===== src/rtl/mux_pkg.sv =====
// Shared definitions for the round-robin mux / demux fabric.
// The helpers below size the channel-index (select) field.
package mux_pkg;

  localparam int unsigned DEF_N = 4;

  function automatic int unsigned clog2(input int unsigned v);
    int unsigned r;
    r = 0;
    while ((32'd1 << r) < v) r++;
    return r;
  endfunction

  localparam int unsigned DEF_SW = clog2(DEF_N);

  typedef logic [DEF_SW-1:0] chan_idx_t;

endpackage


===== src/rtl/rr_arbiter.sv =====
// Combinational round-robin arbiter: first requester at or above ptr wins,
// wrapping modulo N, via a double-width masked priority search.
module rr_arbiter
  import mux_pkg::*;
#(
  parameter int unsigned N = 4
) (
  input  logic [N-1:0]         req,
  input  logic [clog2(N)-1:0]  ptr,
  output logic [N-1:0]         gnt,
  output logic [clog2(N)-1:0]  gnt_idx,
  output logic                 found
);

  localparam int unsigned SW = clog2(N);
  localparam int unsigned PW = clog2(2 * N);

  logic [N-1:0]   w_mask;
  logic [2*N-1:0] w_dbl;
  logic [PW-1:0]  w_pos;

  always_comb begin
    w_mask = '0;
    for (int k = 0; k < int'(N); k++) begin
      w_mask[k] = (32'(k) >= 32'(ptr));
    end
  end

  // Lower half holds requests at/above ptr; upper half is the wrapped copy.
  assign w_dbl = {req, req & w_mask};

  always_comb begin
    w_pos = '0;
    found = 1'b0;
    for (int j = 2 * int'(N) - 1; j >= 0; j--) begin
      if (w_dbl[j]) begin
        w_pos = PW'(j);
        found = 1'b1;
      end
    end
  end

  assign gnt_idx = (w_pos >= PW'(N)) ? SW'(w_pos - PW'(N)) : SW'(w_pos);
  assign gnt     = found ? (N'(1) << gnt_idx) : '0;

endmodule


===== src/rtl/rr_mux_nx1.sv =====
// Round-robin N:1 valid/ready stream mux with a registered, channel-tagged
// output stage. Drain and reload can happen in the same cycle.
module rr_mux_nx1
  import mux_pkg::*;
#(
  parameter int unsigned N = 4,
  parameter int unsigned W = 8
) (
  input  logic                 clk,
  input  logic                 rst_n,
  input  logic [N*W-1:0]       in_data,
  input  logic [N-1:0]         in_valid,
  output logic [N-1:0]         in_ready,
  output logic [W-1:0]         out_data,
  output logic [clog2(N)-1:0]  out_sel,
  output logic                 out_valid,
  input  logic                 out_ready
);

  localparam int unsigned SW = clog2(N);

  logic [SW-1:0] r_ptr;
  logic [W-1:0]  r_out_data;
  logic [SW-1:0] r_out_sel;
  logic          r_out_valid;

  logic [N-1:0]  w_gnt;
  logic [SW-1:0] w_idx;
  logic          w_found;
  logic          w_load;
  logic          w_xfer;
  logic [SW-1:0] w_ptr_nxt;

  rr_arbiter #(.N(N)) u_arb (
    .req     (in_valid),
    .ptr     (r_ptr),
    .gnt     (w_gnt),
    .gnt_idx (w_idx),
    .found   (w_found)
  );

  assign w_load    = !r_out_valid || out_ready;
  assign w_xfer    = w_load && w_found;
  assign w_ptr_nxt = (w_idx == SW'(N - 1)) ? '0 : SW'(w_idx + SW'(1));

  // Ready is held low throughout reset so no producer sees a phantom accept.
  assign in_ready = rst_n ? (w_gnt & {N{w_load}}) : '0;

  always_ff @(posedge clk or negedge rst_n) begin
    if (!rst_n) begin
      r_ptr       <= '0;
      r_out_data  <= '0;
      r_out_sel   <= '0;
      r_out_valid <= 1'b0;
    end else if (w_xfer) begin
      r_out_data  <= in_data[w_idx*W +: W];
      r_out_sel   <= w_idx;
      r_out_valid <= 1'b1;
      r_ptr       <= w_ptr_nxt;
    end else if (out_ready) begin
      r_out_valid <= 1'b0;
    end
  end

  assign out_data  = r_out_data;
  assign out_sel   = r_out_sel;
  assign out_valid = r_out_valid;

endmodule


===== config.mk =====
export PLATFORM = sky130hd
export DESIGN_NAME = rr_mux_nx1
export DESIGN_NICKNAME = d
export VERILOG_FILES = /design/src/rtl/mux_pkg.sv /design/src/rtl/rr_arbiter.sv /design/src/rtl/rr_mux_nx1.sv
export SDC_FILE = /design/constraint.sdc
export NUM_CORES = 1
export LEC_CHECK = 0
export BUFFER_PORTS_ARGS = -buffer_cell sky130_fd_sc_hd__buf_2
export CORE_MARGIN = 3
export CORE_UTILIZATION = 43
export CTS_BUF_LIST = sky130_fd_sc_hd__clkbuf_4
export DETAILED_ROUTE_END_ITERATION = 12
export GPL_TIMING_DRIVEN = 0
export PLACE_DENSITY_LB_ADDON = 0.05
export REMOVE_ABC_BUFFERS = 1
export SYNTH_ARGS = -nofsm -noshare
export SYNTH_HDL_FRONTEND = slang
export SYNTH_HIERARCHICAL = 1
export SYNTH_SLANG_ARGS = --single-unit

===== constraint.sdc =====
create_clock -name clk -period 3.12 [get_ports clk]
set_input_delay 0.312 -clock clk [delete_from_list [all_inputs] [get_ports clk]]
set_output_delay 0.312 -clock clk [all_outputs]
set_load 0.03 [all_outputs]

==> run_results.csv, run 1 <==
group,metric,value,unit
run,max_cap_violations,0,
clock_network,clkLatencyLatePin,270,ps
drt,vias_per_cell,5.46,
placement,hpwlAfterDp,1.65,mm
yosys,syn_area_per_cell,12.3,um2
sta,worst_slew_margin_rel,25.8,%
layout,design.final.nets,168,
global_routing,grt_pass1_wl,3.42,mm
layout,final_util,65.4,%
power_and_ir_drop,total_power,0.992,mW
drt,wire_per_inst,13.9,um
floorplan,starting_density_of_the_core,48.2,%
sta,timing.final.crit_share,84.5,%
power_and_ir_drop,worst_case_vdd_ir_drop,0.461,mV
placement,post_dp_cell_area,0.00116,mm2
layout,final_cells,152,
layout,seqCellArea,325,um2
floorplan,row_count,15,
worst_setup_path,cp.arrival,2800,ps
floorplan,die_h,51.4,um
worst_setup_path,critical_path.max_fanout,11,
floorplan,die_area,0.00264,mm2
sta,final-setup-viol-count,0,
yosys,netlist_area,887,um2
clock_network,clock_tree.root_cell,"clkbuf_4",
power_and_ir_drop,p_leak,0.594,nW
global_routing,grt_start_max_net_pins,18,
clock_network,cts_max_level,1,
global_routing,aggregate_global_routing_overflow,0,
clock_network,cts-resized-gates,0,
sta,worst_slew_pin_slew,1110,ps
yosys,number_of_distinct_library_cells_after_synthesis,24,
worst_setup_path,setup.worst_path.end_class,"flip-flop",
layout,layout.filler_cells,164,
drt,first_iter_violations,8,
layout,area.growth.synth_to_final,35.7,%
layout,post-route-cell-area,0.00120,mm2
sta,fin_tns_setup,0,ps
clock_network,tritoncts,"built",
layout,n_antenna_cell,0,
run_status,outcome,"finished clean",
yosys,synth.yosys.warnings,6,
placement,place_congestion,0.780,
global_routing,grt_util_all_layers,17.5,%
floorplan,fp.coreArea,0.00184,mm2
drt,drt_wl_total,2.12,mm
sta,skew,4.67,ps
layout,mostFrequentLayoutCell,"buf_2",
yosys,ys_seq_elements,13,
placement,place.detailed.instances,147,
clock_network,cts_buffers,3,
yosys,post_synth_inst_count,72,
sta,report.final.hold_viol_count,0,
layout,drive_gt1_share,63.8,%
placement,i_o_buffers,53,
drt,drc,0,
yosys,yosysSeqAreaShare,36.7,%
floorplan,io_pins,54,
global_routing,antenna_found_initial,0,
power_and_ir_drop,power_density,824,mW/mm2
sta,maxSlewViolCount,0,
layout,multi_input_area,534,um2
drt,drt_first_pass_iters,4,
clock_network,cts_num_sinks,13,
worst_setup_path,critPathRequiredTime,3280,ps
sta,grt_setup_unrepaired,"false",
hold_path,hp-class,"in2reg",
layout,commonest_cells_after_routing_fill_and_taps_aside,"buf_2 (53), dfrtp_1 (13), mux2_2 (10), mux4_2 (8), a21oi_1 (7)",
worst_setup_path,timing_worst_setup_path_type,"reg2reg",
drt,vias,830,
clock_network,ctsLongestPathBuffers,2,
sta,max_clock_freq,379,MHz
worst_setup_path,timing.critical_path.from_type,"flip-flop",
global_routing,grt_pass1_vias,856,
sta,period_needed,2640,ps
drt,ant_nets,0,
clock_network,cts.reportedPaths.clkPinSlew,80,ps
floorplan,die_w,51.4,um
## sequential cells by signal, summed over array words and instances (netlist names)
name       count
out_valid      1
r_ptr          2
out_data       8
out_sel        2
## stage by stage
stage | hold slack, ps | worst slack, ps
after global routing | 458 | 239
after detailed placement | 226 | 449
after CTS | 389 | 438
after global placement | 229 | 490
final | 402 | 485
after floorplan | 16.4 | 790
## layer usage
layer	global-route usage (%)	share of wire [%]
met1	17.7	37
met2	34.7	54
met3	3.79	8.4
met4	5.24	0.57
met5	0	0
## final timing paths
path / from / to / slack, ps / cells after the start
worst max-delay path: r_ptr[1]$_DFFE_PN0P_ / out_data[4]$_DFFE_PN0P_ / 480 / 5
worst min-delay path: out_ready / out_valid$_DFFE_PN0P_ / 400 / 3
worst max register to register: r_ptr[1]$_DFFE_PN0P_ / out_data[4]$_DFFE_PN0P_ / 480 / 5
worst min register to register: out_sel[0]$_DFFE_PN0P_ / out_sel[0]$_DFFE_PN0P_ / 500 / 1
max in group asynchronous: rst_n / out_data[1]$_DFFE_PN0P_ / 2390 / 2
min in group asynchronous: rst_n / out_data[4]$_DFFE_PN0P_ / 480 / 2
## cells by family (layout without fill, tap and decap cells)
| logic type | Yosys count | count (layout) | share of synthesized area, % |
|---|---|---|---|
| compound gates | 15 | 15 | 11.4 |
| simple gates | 18 | 18 | 11.8 |
| buf+inv | 5 | 60 | 3.10 |
| flops | 13 | 13 | 36.7 |
| mux | 20 | 20 | 35.5 |
| fa+ha+maj | 1 | 1 | 1.41 |
## layout make-up
cell class,instances,share of cell area [%]
Inverter,2,0.624
Timing Repair Buffer,54,22.9
Sequential cell,13,27.0
Tap cell,25,2.60
Multi-Input combinational cell,54,44.4
Clock buffer,4,2.49
## cell usage after synthesis
library cell	count	area share, %
buf_2	1	0.56
a21oi_1	7	3.9
nand3_1	1	0.56
o311a_1	1	1.1
and3_4	1	1.3
inv_2	2	0.85
mux2_1	2	2.5
clkbuf_1	1	0.42
and3_1	4	2.8
o221a_2	1	1.3
nand2b_1	5	3.5
nor2_1	4	1.7
o211a_1	1	1.1
mux4_2	8	20
a211oi_2	1	1.4
buf_6	1	1.3
dfrtp_1	13	37
o21ai_0	2	1.1
o21bai_1	1	0.85
nor3_2	1	1.1
o21ai_1	1	0.56
ha_1	1	1.4
nand2_1	2	0.85
mux2_2	10	13
## timing repair
item	4_1_cts	5_1_grt
buffers inserted	0	0
hold endpoints to repair	13	0
hold buffers	1	0
## worst max-delay path, cell delays in order (launching register included)
cell     delay [ps]
dfrtp_1         490
inv_2           110
and3_4          180
nor3_2          870
mux4_2          610
mux2_2          270
## power breakdown
| part | leakage, nW | switching (mW) | internal [mW] |
|---|---|---|---|
| clock network | 0.0184 | 0.0524 | 0.0582 |
| logic | 0.426 | 0.323 | 0.255 |
| registers | 0.150 | 0.0566 | 0.247 |
| total | 0.594 | 0.432 | 0.561 |
Power figures use the tool's default switching activity.
==> inputs of run 2 (changes only) <==
ABC_AREA = 1   (was unset)
CORE_UTILIZATION = 42   (was 43)
clock period = 2.2 ns   (was 3.12 ns; I/O delays follow)
==> run 2 against run 1 <==
Setup slack worse by 270 ps. Flip-flop and latch count unchanged. Count of clock-buffer cells in the layout stayed put. Cell count is 74% higher. Sequential share of layout area is 2.9 points lower. Global-route usage down 0.32 points. Critical path type is now reg2out. Largest power group unchanged. Highest routed layer unchanged.
==> run_results.csv, run 2 <==
group,metric,value,unit
floorplan,row_count,17,
worst_setup_path,path_common_cell,"nor2_1",
global_routing,grt_util_all_layers,17.2,%
placement,i_o_buffers,53,
clock_network,clock_tree.root_cell,"clkbuf_4",
floorplan,die_h,56.1,um
run_status,outcome,"finished clean",
yosys,ys_top_cells_by_count,"nand2_1 (82), inv_1 (40), nand3_1 (18)",
sta,worst_slew_margin_rel,74.8,%
run,max_cap_violations,0,
yosys,ys_seq_elements,13,
clock_network,cts_max_level,1,
yosys,synth_top_area_share,30.8,%
worst_setup_path,setup.worst_path.start,"r_ptr[1]$_DFFE_PN0P_",
drt,ant_nets,0,
placement,place.detailed.instances,259,
drt,drt_first_pass_iters,4,
worst_setup_path,critical_path.slowest_cell,"dfrtp_1",
power_and_ir_drop,p_leak,0.925,nW
floorplan,starting_density_of_the_core,46.0,%
sta,skew,1.60,ps
yosys,syn_area_per_cell,5.74,um2
drt,vias_per_cell,4.42,
yosys,synth-async-reset-ratio,100,%
global_routing,antenna_found_initial,0,
sta,final-setup-viol-count,0,
worst_setup_path,critical_path.max_fanout,19,
drt,wire_per_inst,10.0,um
worst_setup_path,critPathRequiredTime,1980,ps
yosys,yosysTopAreaCell,"dfrtp_1",
yosys,number_of_enable_flip_flop_cells_after_synthesis,0,
yosys,number_of_distinct_library_cells_after_synthesis,17,
worst_setup_path,timing_worst_setup_path_type,"reg2out",
floorplan,io_pins,54,
clock_network,cts_buffers,3,
drt,first_iter_violations,22,
placement,hpwlAfterDp,1.96,mm
yosys,yosysSeqAreaShare,30.8,%
sta,grt_setup_unrepaired,"false",
layout,post-route-cell-area,0.00135,mm2
sta,fin_tns_setup,0,ps
drt,vias,1167,
worst_setup_path,cp.arrival,1770,ps
yosys,synth.yosys.warnings,6,
clock_network,clkLatencyLatePin,270,ps
global_routing,grt_pass1_wl,4.33,mm
global_routing,grt_start_max_net_pins,20,
drt,drc,0,
layout,area.growth.synth_to_final,27.8,%
worst_setup_path,reg2reg_from,"r_ptr[1]$_DFFE_PN0P_",
power_and_ir_drop,worst_case_vdd_ir_drop,0.722,mV
sta,report.final.hold_viol_count,0,
floorplan,die_area,0.00315,mm2
clock_network,tritoncts,"built",
worst_setup_path,worst_r2r_path_depth,10,
sta,period_needed,1990,ps
layout,n_antenna_cell,0,
layout,drive_gt1_share,28.0,%
worst_setup_path,rrSetupSlack,500,ps
drt,drt_wl_total,2.64,mm
yosys,post_synth_inst_count,184,
global_routing,aggregate_global_routing_overflow,0,
worst_setup_path,timing.critical_path.max_delay_family,"simple AND/OR/NAND/NOR gates",
global_routing,grt_pass1_vias,1046,
power_and_ir_drop,power_density,1090,mW/mm2
clock_network,cts_num_sinks,13,
floorplan,fp.coreArea,0.00230,mm2
yosys,netlist_area,0.00106,mm2
layout,final_cells,264,
worst_setup_path,worstReg2RegEnd,"out_data[5]$_DFFE_PN0P_",
layout,commonest_cells_after_routing_fill_and_taps_aside,"nand2_1 (82), buf_2 (53), inv_1 (40), nand3_1 (18), dfrtp_1 (13)",
yosys,synthTopCellsByArea,"dfrtp_1 (31%), nand2_1 (29%), inv_1 (14%), nand3_1 (8.5%), nor2_1 (3.9%)",
layout,design.final.nets,277,
worst_setup_path,timing.critical_path.to,"in_ready[2]",
layout,largest_reg_flops,8,
sta,worst_slew_pin_slew,377,ps
worst_setup_path,timing.critical_path.from_type,"flip-flop",
worst_setup_path,timing.critical_path.cells,"or2_1 -> nand2_1 -> nand2_2 -> inv_2 -> nor2_1 -> inv_1 -> nor2_1 -> buf_2",
worst_setup_path,timing.critical_path.slowest_cell_delay,420,ps
placement,place_congestion,0.746,
yosys,ys_dominant_reg_cell,"dfrtp_1",
floorplan,die_w,56.1,um
worst_setup_path,setup.worst_path.end_class,"output pin",
clock_network,ctsLongestPathBuffers,2,
hold_path,hp-class,"in2reg",
clock_network,cts.reportedPaths.clkPinSlew,80,ps
worst_setup_path,worst-path-stages,8,
yosys,synth_most_common_cell,"nand2_1",
worst_setup_path,cp_num_buf_inv,3,
layout,mostFrequentLayoutCell,"nand2_1",
sta,maxSlewViolCount,0,
sta,max_clock_freq,503,MHz
sta,timing.final.crit_share,90.4,%
placement,post_dp_cell_area,0.00131,mm2
-- run 2: changes by cell type in the layout (fill, tap and decap cells not counted), moves of 3 or more --
cell / delta
nand2_1: +80
inv_1: +40
nand3_1: +17
mux2_2: -10
mux4_2: -8
a21oi_1: -7
nor2_1: +7
nand2b_1: -5
and3_1: -4
nand2_2: +3
-- run 2: what timing repair did --
item                                   CTS  global route
buffers inserted                         0             0
endpoints found under the hold margin   13             0
hold buffers                             1             0
resized for setup                        0             1
setup endpoints to repair                0             2
-- run 2: report_power, final --
group | switching (mW) | internal (mW)
Clock | 0.0758 | 0.0825
Sequential | 0.0632 | 0.345
Combinational | 0.622 | 0.281
Total | 0.761 | 0.708
-- run 2: cells by family after synthesis --
group                      share of synthesized area, %
buffers and inverters                              20.7
DFF                                                30.8
AOI/OAI and AO/OA                                  2.73
adders and majority gates                          1.18
and+or+nand+nor                                    44.6
-- run 2: per-layer routing --
layer	GRT usage (%)	part of all wire [%]	vias up
met2	29.0	45	40
met4	6.10	1.1	0
met1	20.5	46	493
met3	5.10	7.1	4
li1	-	-	630
met5	0	0	-
-- run 2: cell type report --
type	instances	area (um2)
timing repair buffer	54	275
sequential	13	325
multi-input combinational	121	517
fill	243	947
tap	28	35.0
inverter	44	168
clock buffer	4	30.0
-- run 2: worst min-delay path, stage by stage --
cell	delay, ps
buf_2	80
inv_1	30
nand2_1	110
nand2_1	70
-- run 2: worst min-delay path by stage --
stage                   start                 endpoint  slack [ps]  cells past startpoint
finish              out_ready    out_valid$_DFFE_PN0P_         260                      4
global route        out_ready    out_valid$_DFFE_PN0P_         250                      4
CTS                 out_ready    out_valid$_DFFE_PN0P_         240                      4
detailed placement      rst_n   out_sel[0]$_DFFE_PN0P_         130                      1
global placement        rst_n   out_sel[0]$_DFFE_PN0P_         130                      1
floorplan               rst_n  out_data[0]$_DFFE_PN0P_         -80                      0
-- run 2: stage by stage --
stage	power, mW	setup WS, ps	util, %	hold slack (ps)
after floorplan	1.05	621	-	-75.6
after global placement	1.29	450	56.8	128
after detailed placement	1.31	401	56.8	135
after CTS	1.48	128	58.6	242
after global routing	1.61	67.3	58.8	245
final	1.47	212	58.8	262
==> inputs of run 3 (changes only) <==
PLACE_DENSITY = 0.78   (was unset)
PLACE_DENSITY_LB_ADDON = unset   (was 0.05)
==> run 3 against run 2 <==
Final area is 0.37% lower. Non-clock buffer count stayed put. Clock skew is 2.3 ps higher. Via count is 5.1% lower. Hold slack worse by 7.8 ps. First-iteration DRC count is 32% higher. Die area stayed put. Power is 2.0% lower. Sequential share of layout area is 0.090 points higher. Global-route usage is 2.5 points lower. Setup slack better by 19 ps. Fmax is 0.98% higher. Critical endpoint is now in_ready[0]. Highest routed layer unchanged.
==> run_results.csv, run 3 (same netlist as run 2, synthesis figures left out) <==
group,metric,value,unit
clock_network,cts.reportedPaths.clkPinSlew,70,ps
power_and_ir_drop,p_leak,0.924,nW
floorplan,starting_density_of_the_core,46.0,%
worst_setup_path,cp_num_buf_inv,2,
layout,mostFrequentLayoutCell,"nand2_1",
worst_setup_path,critPathRequiredTime,1980,ps
worst_setup_path,timing.critical_path.cells,"nand2_1 -> nand2_1 -> nand2_1 -> nor2_1 -> nor2_2 -> nor2_1 -> inv_1 -> nor2_1 -> buf_2",
power_and_ir_drop,power_density,1070,mW/mm2
worst_setup_path,rrSetupSlack,500,ps
worst_setup_path,critical_path.max_fanout,12,
layout,commonest_cells_after_routing_fill_and_taps_aside,"nand2_1 (82), buf_2 (53), inv_1 (40), nand3_1 (18), dfrtp_1 (13)",
clock_network,cts-resized-gates,0,
sta,timing.final.crit_share,89.5,%
layout,multi_input_area,512,um2
clock_network,cts_buffers,3,
clock_network,tritoncts,"built",
global_routing,grt_start_max_net_pins,20,
drt,drc,0,
global_routing,antenna_found_initial,0,
clock_network,post-cts-setup-buffer-count,0,
worst_setup_path,critical_path.slowest_cell,"nor2_2",
drt,first_iter_violations,29,
sta,period_needed,1970,ps
global_routing,grt_pass1_vias,906,
layout,final_cells,264,
global_routing,grt_util_all_layers,14.7,%
placement,place_congestion,0.736,
clock_network,clkLatencyLatePin,270,ps
worst_setup_path,cp.arrival,1750,ps
sta,maxSlewViolCount,0,
clock_network,ctsLongestPathBuffers,2,
clock_network,cts_num_sinks,13,
drt,wire_per_inst,8.76,um
layout,layout.filler_cells,237,
worst_setup_path,timing.critical_path.from_type,"flip-flop",
hold_path,hp-class,"in2reg",
sta,fin_tns_setup,0,ps
layout,area.growth.synth_to_final,27.4,%
drt,ant_nets,0,
global_routing,grt_pass1_wl,3.77,mm
clock_network,cts_max_level,1,
power_and_ir_drop,total_power,1.44,mW
floorplan,row_count,17,
sta,final-setup-viol-count,0,
drt,vias_per_cell,4.20,
layout,n_antenna_cell,0,
layout,design.final.nets,277,
sta,grt_setup_unrepaired,"false",
sta,max_clock_freq,508,MHz
worst_setup_path,timing.critical_path.slowest_cell_delay,420,ps
sta,worst_hold_slack,254,ps
layout,drive_gt1_share,28.0,%
power_and_ir_drop,worst_case_vdd_ir_drop,0.518,mV
layout,largest_reg_flops,8,
global_routing,aggregate_global_routing_overflow,0,
floorplan,die_area,0.00315,mm2
floorplan,die_w,56.1,um
placement,hpwlAfterDp,1.78,mm
floorplan,io_pins,54,
run_status,outcome,"finished clean",
sta,worst_slew_margin_rel,63.4,%
drt,drt_wl_total,2.31,mm
floorplan,fp.coreArea,0.00230,mm2
sta,worst_slew_pin_slew,549,ps
floorplan,die_h,56.1,um
worst_setup_path,timing.critical_path.max_delay_family,"simple AND/OR/NAND/NOR gates",
clock_network,clock_tree.root_cell,"clkbuf_4",
drt,drt_first_pass_iters,2,
worst_setup_path,setup.worst_path.end_class,"output pin",
sta,skew,3.94,ps
drt,vias,1108,
sta,report.final.hold_viol_count,0,
worst_setup_path,timing_worst_setup_path_type,"reg2out",
layout,seqCellArea,325,um2
placement,i_o_buffers,53,
placement,place.detailed.instances,259,
run,max_cap_violations,0,
-- run 3: cell counts in the layout (fill, tap and decap cells not counted) --
Identical to the previous run, type by type.
-- run 3: layer usage --
layer / part of all wire [%] / track usage [%] / vias to the layer above / wire (um)
li1: - / - / 635 / -
met1: 47 / 19.2 / 435 / 1100
met2: 44 / 23.9 / 36 / 1020
met3: 7.8 / 3.25 / 2 / 180
met4: 0.52 / 5.08 / 0 / 12
met5: 0 / 0 / - / 0
-- run 3: power breakdown --
group	switching, mW	internal [mW]
clock network	0.0715	0.0825
logic	0.604	0.277
registers	0.0595	0.345
total	0.735	0.704
-- run 3: tightest hold or removal path, delay by kind of cell --
kind,cells,cell delay [ps]
AND/OR/NAND/NOR,2,170
buffers and inverters,2,100
-- run 3: final timing paths --
| check | from | to | cells after the start |
|---|---|---|---|
| hold reg to reg | out_data[5]$_DFFE_PN0P_ | out_data[5]$_DFFE_PN0P_ | 2 |
| setup reg to reg | r_ptr[0]$_DFFE_PN0P_ | out_data[1]$_DFFE_PN0P_ | 10 |
| hold / removal | out_ready | out_valid$_DFFE_PN0P_ | 4 |
| min in group asynchronous | rst_n | out_data[6]$_DFFE_PN0P_ | 2 |
| max in group asynchronous | rst_n | out_data[3]$_DFFE_PN0P_ | 2 |
| setup / recovery | r_ptr[0]$_DFFE_PN0P_ | in_ready[0] | 9 |
-- run 3: cell type report --
type / count / share of cell area, %
tap: 28 / 2.60
inverter: 44 / 12.5
sequential: 13 / 24.2
multi-input combinational: 121 / 38.0
clock buffer: 4 / 2.23
timing repair buffer: 54 / 20.5
-- run 3: stage by stage --
step	util, %	area [um2]	setup slack (ps)
5_1_grt	58.6	1350	48.4
6_report	58.6	1350	231
2_1_floorplan	-	1000	621
3_3_place_gp	56.8	1310	477
3_5_place_dp	56.8	1310	467
4_1_cts	58.6	1350	195
-- run 3: timing repair --
action	CTS	global route
hold buffers	1	0
setup endpoints to repair	0	0
endpoints found under the hold margin	13	0
